**src/rtl/alu_arbiter_if.sv**
```systemverilog
// alu_arbiter_if: request/response bus between the two ALU requesters and the
// arbiter. Each 2-bit handshake vector carries one bit per requester. Operand
// buses are packed with requester i's operand in slice i. The result bus
// (resp_sum/resp_eq) is shared and is only meaningful where resp_valid is set.
//
//   master : requester side (drives requests, consumes results)
//   slave  : arbiter side
interface alu_arbiter_if #(
  parameter int DATA_WIDTH = 32
);
  logic [1:0]              req_valid;
  logic [1:0]              req_ready;
  logic [2*DATA_WIDTH-1:0] req_op1;
  logic [2*DATA_WIDTH-1:0] req_op2;
  logic [1:0]              req_ctrl;
  logic [1:0]              resp_valid;
  logic [1:0]              resp_ready;
  logic [DATA_WIDTH-1:0]   resp_sum;
  logic                    resp_eq;

  modport master (
    output req_valid, req_op1, req_op2, req_ctrl, resp_ready,
    input  req_ready, resp_valid, resp_sum, resp_eq
  );

  modport slave (
    input  req_valid, req_op1, req_op2, req_ctrl, resp_ready,
    output req_ready, resp_valid, resp_sum, resp_eq
  );
endinterface

```
**src/rtl/alu_arbiter.sv**
```systemverilog
// alu_arbiter: shares one single-cycle ALU (add / equality compare) between
// the execute stage (requester 0) and the auxiliary PC/branch-target path
// (requester 1). One transaction at a time: accept, drive the ALU from
// registered operands for one cycle, then hold a registered result until the
// owning requester consumes it.
//
// Ports:
//   clk      core clock, all state updates on the rising edge
//   rst      synchronous, active-high reset
//   bus      alu_arbiter_if.slave - request/response handshakes per requester
//   alu_op1  ALU operand 1 (registered)
//   alu_op2  ALU operand 2 (registered)
//   alu_ctrl ALU op select, 0 = add, 1 = compare (registered)
//   alu_sum  ALU sum result
//   alu_eq   ALU equality result
//
// Build option:
//   ALU_ARB_FIXED_PRIO_EN - when defined, requester 0 always wins contention;
//   otherwise contention is resolved round-robin against last_grant.
//
// state | meaning
// IDLE  | waiting for a request; req_ready offers the grant combinationally
// EXEC  | registered operands on the ALU; result captured at the cycle end
// RESP  | result held on resp_*; waits for resp_ready of the owner
module alu_arbiter #(
  parameter int DATA_WIDTH = 32
) (
  input  logic                  clk,
  input  logic                  rst,
  alu_arbiter_if.slave          bus,
  output logic [DATA_WIDTH-1:0] alu_op1,
  output logic [DATA_WIDTH-1:0] alu_op2,
  output logic                  alu_ctrl,
  input  logic [DATA_WIDTH-1:0] alu_sum,
  input  logic                  alu_eq
);

`ifdef ALU_ARB_FIXED_PRIO_EN
  localparam bit FIXED_PRIO = 1'b1;
`else
  localparam bit FIXED_PRIO = 1'b0;
`endif

  typedef enum logic [1:0] {
    IDLE = 2'd0,
    EXEC = 2'd1,
    RESP = 2'd2
  } state_t;

  state_t                state, state_nxt;
  logic [DATA_WIDTH-1:0] op1_q, op2_q, resp_sum_q;
  logic                  ctrl_q, owner_q, last_grant_q, resp_eq_q;
  logic [1:0]            resp_valid_q;
  logic [1:0]            req_ready_c;
  logic                  grant_id;
  logic                  accept, capture, rsp_done;

  // Grant selection: a lone requester always wins; under contention the
  // requester that did not win last time goes next (or requester 0 when
  // fixed priority is built in).
  always_comb begin
    grant_id = 1'b0;
    if (bus.req_valid == 2'b10) begin
      grant_id = 1'b1;
    end else if (bus.req_valid == 2'b11) begin
      grant_id = FIXED_PRIO ? 1'b0 : ~last_grant_q;
    end
  end

  always_ff @(posedge clk) begin
    if (rst) state <= IDLE;
    else     state <= state_nxt;
  end

  always_comb begin
    state_nxt   = state;
    req_ready_c = 2'b00;
    accept      = 1'b0;
    capture     = 1'b0;
    rsp_done    = 1'b0;
    case (state)
      IDLE: begin
        if (|bus.req_valid) begin
          req_ready_c = grant_id ? 2'b10 : 2'b01;
          accept      = 1'b1;
          state_nxt   = EXEC;
        end
      end
      EXEC: begin
        capture   = 1'b1;
        state_nxt = RESP;
      end
      RESP: begin
        // Only the owner's resp_ready matters; the other bit is ignored.
        if (bus.resp_ready[owner_q]) begin
          rsp_done  = 1'b1;
          state_nxt = IDLE;
        end
      end
      default: state_nxt = IDLE;
    endcase
    // No handshake may complete while reset is held.
    if (rst) begin
      req_ready_c = 2'b00;
      accept      = 1'b0;
      capture     = 1'b0;
      rsp_done    = 1'b0;
    end
  end

  always_ff @(posedge clk) begin
    if (rst) begin
      op1_q        <= '0;
      op2_q        <= '0;
      ctrl_q       <= 1'b0;
      owner_q      <= 1'b0;
      last_grant_q <= 1'b1;
      resp_valid_q <= 2'b00;
      resp_sum_q   <= '0;
      resp_eq_q    <= 1'b0;
    end else begin
      if (accept) begin
        op1_q        <= grant_id ? bus.req_op1[2*DATA_WIDTH-1:DATA_WIDTH]
                                 : bus.req_op1[DATA_WIDTH-1:0];
        op2_q        <= grant_id ? bus.req_op2[2*DATA_WIDTH-1:DATA_WIDTH]
                                 : bus.req_op2[DATA_WIDTH-1:0];
        ctrl_q       <= bus.req_ctrl[grant_id];
        owner_q      <= grant_id;
        last_grant_q <= grant_id;
      end
      if (capture) begin
        resp_valid_q[owner_q] <= 1'b1;
        // On compare the ALU leaves SUM undriven, so it is never forwarded.
        if (ctrl_q) begin
          resp_sum_q <= '0;
          resp_eq_q  <= alu_eq;
        end else begin
          resp_sum_q <= alu_sum;
          resp_eq_q  <= 1'b0;
        end
      end
      if (rsp_done) begin
        resp_valid_q <= 2'b00;
      end
    end
  end

  assign alu_op1        = op1_q;
  assign alu_op2        = op2_q;
  assign alu_ctrl       = ctrl_q;
  assign bus.req_ready  = req_ready_c;
  assign bus.resp_valid = resp_valid_q;
  assign bus.resp_sum   = resp_sum_q;
  assign bus.resp_eq    = resp_eq_q;

endmodule

```
**src/flat_wrapper.sv**
```systemverilog
// flat-port wrapper written by rule: the top's interface ports become plain ports
module alu_arbiter_flat 
#(
  parameter int DATA_WIDTH = 32
)
  (clk, rst, alu_op1, alu_op2, alu_ctrl, alu_sum, alu_eq, bus_req_valid, bus_req_op1, bus_req_op2, bus_req_ctrl, bus_resp_ready, bus_req_ready, bus_resp_valid, bus_resp_sum, bus_resp_eq);
  alu_arbiter_if #(.DATA_WIDTH(DATA_WIDTH)) bus_i ();
  input  logic clk;
  input  logic rst;
  output logic [DATA_WIDTH-1:0] alu_op1;
  output logic [DATA_WIDTH-1:0] alu_op2;
  output logic alu_ctrl;
  input  logic [DATA_WIDTH-1:0] alu_sum;
  input  logic alu_eq;
  input wire logic [$bits(bus_i.req_valid)-1:0] bus_req_valid;
  input wire logic [$bits(bus_i.req_op1)-1:0] bus_req_op1;
  input wire logic [$bits(bus_i.req_op2)-1:0] bus_req_op2;
  input wire logic [$bits(bus_i.req_ctrl)-1:0] bus_req_ctrl;
  input wire logic [$bits(bus_i.resp_ready)-1:0] bus_resp_ready;
  output wire logic [$bits(bus_i.req_ready)-1:0] bus_req_ready;
  output wire logic [$bits(bus_i.resp_valid)-1:0] bus_resp_valid;
  output wire logic [$bits(bus_i.resp_sum)-1:0] bus_resp_sum;
  output wire logic [$bits(bus_i.resp_eq)-1:0] bus_resp_eq;
  assign bus_i.req_valid = bus_req_valid;
  assign bus_i.req_op1 = bus_req_op1;
  assign bus_i.req_op2 = bus_req_op2;
  assign bus_i.req_ctrl = bus_req_ctrl;
  assign bus_i.resp_ready = bus_resp_ready;
  assign bus_req_ready = bus_i.req_ready;
  assign bus_resp_valid = bus_i.resp_valid;
  assign bus_resp_sum = bus_i.resp_sum;
  assign bus_resp_eq = bus_i.resp_eq;
  alu_arbiter #(.DATA_WIDTH(DATA_WIDTH)) u_core (.clk(clk), .rst(rst), .bus(bus_i), .alu_op1(alu_op1), .alu_op2(alu_op2), .alu_ctrl(alu_ctrl), .alu_sum(alu_sum), .alu_eq(alu_eq));
endmodule
```
**config.mk**
```make
export PLATFORM = sky130hd
export DESIGN_NAME = alu_arbiter_flat
export DESIGN_NICKNAME = d
export VERILOG_FILES = /design/src/rtl/alu_arbiter_if.sv /design/src/rtl/alu_arbiter.sv /design/src/flat_wrapper.sv
export SDC_FILE = /design/constraint.sdc
export NUM_CORES = 1
export LEC_CHECK = 0
export BUFFER_PORTS_ARGS = -buffer_cell sky130_fd_sc_hd__buf_4
export CAP_MARGIN = 20
export CORE_AREA = 2 2 106 108
export CTS_CLUSTER_SIZE = 40
export DETAILED_ROUTE_END_ITERATION = 12
export DIE_AREA = 0 0 108 110
export PLACE_DENSITY = 0.71
export RECOVER_POWER = 100
export SLEW_MARGIN = 20
export SYNTH_ARGS = -nofsm -noshare
export SYNTH_HDL_FRONTEND = slang
export SYNTH_SLANG_ARGS = --single-unit
```
**constraint.sdc**
```tcl
create_clock -name clk -period 4.1 [get_ports clk]
set_input_delay 0.205 -clock clk [delete_from_list [all_inputs] [get_ports clk]]
set_output_delay 0.205 -clock clk [all_outputs]
set_load 0.005 [all_outputs]
```
# Yosys cells after proc, flatten, opt, wreduce, memory -nomap -nowiden
# Index checks and enable logic that the tools add are counted.
[op_classes]
n_bitwise = 2
n_lt_le_gt_ge = 3
mux = 27
eq_ne = 6
n_reduce_logical = 5
[op_table]
columns = ["op", "n"]
rows = [
  ["$mux W32", 3],
  ["$mux W1", 16],
  ["$mux W2", 6],
  ["$eq A2 B2 Y1 const B", 3],
  ["$pmux W2 S3", 1],
  ["$lt A1 B2 Y1 const B", 2],
  ["$ne A2 B1 Y1 const B", 2],
  ["$reduce_or A2 Y1", 2],
  ["$eq A2 B1 Y1 const B", 1],
  ["$logic_not A2 Y1", 1],
  ["$or A2 B2 Y2", 1],
  ["$reduce_and A2 Y1", 1],
  ["$demux W1 S1", 1],
  ["$ge A1 B1 Y1 const B", 1],
  ["$logic_and A1 B1 Y1", 1],
  ["$not A1 Y1", 1],
]
[word_totals]
wordCells = 52
register_bits = 104

# Logic depth before layout (Yosys ltp)
[logic_depth]
ltp_word = 7
ltp_mapped = 6
mapped_depth_nobuf = 3

# Worst setup path after synthesis
# No wires, ideal clock.
[synth_path]
path_type = "reg-to-reg"
from = "reg u_core.state[1]"
to = "reg u_core.op1_q[10], in the netlist u_core.alu_op1[10]"
path_stages_with_launch = 7
setup_ps = 122
setup_slack_ps = 2749
n_path_buf = 3
t_required_ps = 3978
t_arrival_ps = 1229
path_cell_list = "dfxtp_1 > buf_4 > nor2_1 > a21oi_1 > buf_2 > buf_2 > a221o_1"
[synth_via]
elab_chain_len = 3
[synth_rtl]
columns = ["item", "line", "text"]
rows = [
  ["start, declared", "alu_arbiter.sv:50", "state_t state, state_nxt;"],
  ["start signal, assigned", "alu_arbiter.sv:72", "else state <= state_nxt;"],
  ["$logic_not A2 Y1", "alu_arbiter.sv:81", "case (state)"],
  ["$mux W1", "alu_arbiter.sv:81", ""],
  ["$mux W1", "alu_arbiter.sv:103", "if (rst) begin"],
  ["end signal, assigned", "alu_arbiter.sv:123", "op1_q <= grant_id ? bus.req_op1[2*DATA_WIDTH-1:DATA_WIDTH]"],
  ["end, declared", "alu_arbiter.sv:51", "logic [DATA_WIDTH-1:0] op1_q, op2_q, resp_sum_q;"],
]
# No other way between the ends.
# A chain may end at the register's enable or synchronous reset.

# Final worst setup path
[layout_path]
from = "reg u_core.state[1]"
to = "out bus_req_ready[0]"
[layout_via]
elab_chain_len = 3
[layout_rtl]
columns = ["item", "line", "text"]
rows = [
  ["$logic_not A2 Y1", "alu_arbiter.sv:81", ""],
  ["$mux W2", "alu_arbiter.sv:81", ""],
  ["$mux W2", "alu_arbiter.sv:103", ""],
  ["end, declared", "flat_wrapper.sv:20", "output wire logic [$bits(bus_i.req_ready)-1:0] bus_req_ready;"],
]
# No other way between the ends.

==> reports/results.tsv <==
stage	metric	value	unit
die	die height	110	µm
layout	area grow syn2layout	57.6	%
clocking	CTS tree	done	
die	Initial Util	36.0	%
setup_path	Worst setup endpoint	bus_req_ready[0]	
global_routing	vias in the first global route	3695	
setup_path	CP cell instances	nor3_4 -> buf_4 -> and3_2 -> clkbuf_4	
synthesis	Syn Nets	505	
detailed_routing	via-per-instance ratio	5.13	
synthesis	Yosys Warn Count	0	
setup_path	worst r2r path cells	4	
layout	Post-Layout Cell Count	728	
detailed_routing	Post-Route WL	12200	µm
detailed_routing	DR iter-0 viols	210	
sta	Fin. Hold Viols	0	
place	routability cong.	0.875	
sta	Slew HR	-8.70	%
synthesis	Yosys cell types	29	
detailed_routing	DR vias	3735	
sta	clk_skew	0.00497	ns
clocking	clk_lat worst skew	0.35	ns
sta	worst-margin pin slew	1.62	ns
sta	final period utilization	77.1	%
place	placed insts	712	
clocking	Clock transition at path regs	0.10	ns
layout	ratio of cells with drive above 1 in the final layout	46.9	%
synthesis	ys flop type	dfxtp_1	
sta	Final Critical Period	3.16	ns
setup_path	r2r endpoint	u_core.bus.resp_sum[3]	
setup_path	WP data arrival	2.96	ns
layout	footprint of the multi-input gates	1550	µm²
clocking	cts repair resizes	0	
synthesis	Synth area leaders	dfxtp_1 54%, a221o_1 17%, and3_1 11%, a22o_1 7.3%, buf_2 2.2%	
synthesis	syn_area_per_cell	11.5	µm²
synthesis	Syn Std Cell Area	3850	µm²
die	std cell rows	38	
setup_path	Max Fanout on Critical Path	68	
setup_path	internal reg-to-reg setup slack	1.20	ns
synthesis	dominant cell by count in the synthesized netlist	dfxtp_1	
layout	post-layout net count	753	
clocking	Max clock buf depth	2	
sta	Final setup viols	0	
setup_path	crit-path max cell delay	1.11	ns
sta	final worst slack	0.940	ns
synthesis	top cells by count, synth	104 x dfxtp_1, 65 x a221o_1, 65 x and3_1	
min_path	Worst Hold Class	in2reg	
detailed_routing	# DRC	0	
sta	max-slew violations	16	
sta	hold slack	0.0635	ns
die	die area	11900	µm²
die	CORE AREA	10700	µm²
clocking	CTS Root Cell	clkbuf_8	
synthesis	top-area cell type share of the netlist area	54.1	%
global_routing	first-pass GRT wire length	18200	µm
synthesis	proportion of synthesized chip area in sequential cells	54.1	%
detailed_routing	Routed wire per std cell	16.8	µm
sta	RSZ-0062 raised after global routing	no	
die	IO Count	271	
outcome	status	finished with violations	
sta	post-route setup TNS	0	ns
die	Die X	108	µm
clocking	Hold Buf Count CTS	0	
synthesis	Mapped Cells	336	
power	maximum VDD drop	175	µV
global_routing	largest net degree at the start of global routing	69	
place	pre-CTS WS	1.79	ns
setup_path	Crit. Startpoint	u_core.state[1]	
setup_path	WP data required	3.89	ns
global_routing	Overflow after GRT	0	
setup_path	worst r2r src	u_core.state[0]	
outcome	failing checks	capacitance limit, slew limit	
clocking	clock sink count	104	
run	Max-Cap Viols	1	
detailed_routing	Final ANT Viol Nets	0	
min_path	hold path depth	2	
setup_path	Worst Setup End Kind	output pin	
power	total power	2430	µW
clocking	number of setup buffers added after CTS	0	
place	I/O Buffers	270	
sta	fmax	316	MHz
place	Final HPWL DP	8920	µm
clocking	TritonCTS buffer count	9	
layout	Ant. Diodes	0	
power	pwr/cell area	400	nW/µm²
layout	Fillers	973	
detailed_routing	Pre-antenna DRT Iters	4	
synthesis	#FFs+latches synth	104	
global_routing	gr usage total	19.6	%
setup_path	Worst path slowest cell	and3_2	
power	Pleak	0.00301	µW
setup_path	Setup Crit Path Kind	reg2out	
global_routing	initial antenna violation count	0	
layout	register area	2080	µm²
setup_path	CP Launch Type	flip-flop	
synthesis	cell taking the most area after synthesis	dfxtp_1	
synthesis	Post-synth EDFFs	0	
synthesis	Async SR Flop Fraction	0	%
clocking	H-tree levels	3	
[flip-flops by register name, indices dropped and copies added, names as in the netlist]
register               count
u_core.last_grant_q        1
u_core.alu_op1            32
u_core.bus.resp_sum       32
u_core.bus.resp_valid      2
u_core.bus.resp_eq         1
u_core.alu_ctrl            1
u_core.owner_q             1
u_core.state               2
u_core.alu_op2            32
[per-layer routing]
layer	GRT usage, %	vias up	wire length (µm)
li1	-	1825	-
met1	23.6	1746	5110
met2	34.0	150	6190
met3	4.35	14	730
met4	7.78	0	189
met5	0	-	0
[cells in the final DEF (no fill, tap or decap), drive strengths merged]
cell type and instances:
buf 172, clkbuf 111, dfxtp 104, and3 66, a221o 65, a22o 32, a21oi 5, inv 4
bufinv 4, nor2 3, nand2b 2, and2 2, a2111oi 2, nand2 2, nor3 2, a21boi 1
or2 1, mux2i 1, nor3b 1, nor2b 1, nand3b 1, or3b 1, o311ai 1, nand3 1
a22oi 1, clkinv 1, clkinvlp 1
[metrics by stage]
stage / cell area [µm²] / utilization (%)
2_1_floorplan: 3850 / -
4_1_cts: 6150 / 57.5
6_report: 6060 / 56.7
3_5_place_dp: 5890 / 55.1
5_1_grt: 6060 / 56.7
3_3_place_gp: 5890 / 55.1
[worst min path at each step]
| stage | start | to | slack (ns) |
|---|---|---|---|
| final | alu_sum[11] | u_core.bus.resp_sum[11] | 0.06 |
| after global routing | alu_sum[23] | u_core.bus.resp_sum[23] | 0.03 |
| after CTS | alu_sum[2] | u_core.bus.resp_sum[2] | 0.03 |
| after detailed placement | alu_sum[15] | u_core.bus.resp_sum[15] | 0.43 |
| after global placement | alu_sum[8] | u_core.bus.resp_sum[8] | 0.42 |
| after floorplan | alu_sum[10] | u_core.bus.resp_sum[10] | 0.34 |
[cells by family after synthesis]
logic type | after synthesis | share of synthesized area, %
compound gates | 107 | 26.0
flops | 104 | 54.1
simple gates | 83 | 13.8
buf+inv | 41 | 5.85
mux | 1 | 0.260
[critical path: cells and delay by family, from the launching register on]
kind          cells  cell delay, ns
simple gates      2            1.32
buf+inv           2            0.81
flops             1            0.41
[power breakdown]
| part | switching (µW) | internal [µW] | total [µW] |
|---|---|---|---|
| Sequential | 59.2 | 1110 | 1170 |
| Combinational | 183 | 281 | 464 |
| Clock | 335 | 463 | 798 |
[final cells by class]
| class | count | share of cell area [%] |
|---|---|---|
| Multi-Input combinational cell | 191 | 25.5 |
| Timing Repair Buffer | 274 | 32.8 |
| Inverter | 4 | 0.248 |
| Tap cell | 140 | 2.89 |
| Sequential cell | 104 | 34.3 |
| Clock inverter | 6 | 2.19 |
| Clock buffer | 9 | 2.04 |
Note: power is estimated with default switching activity, not from simulation.
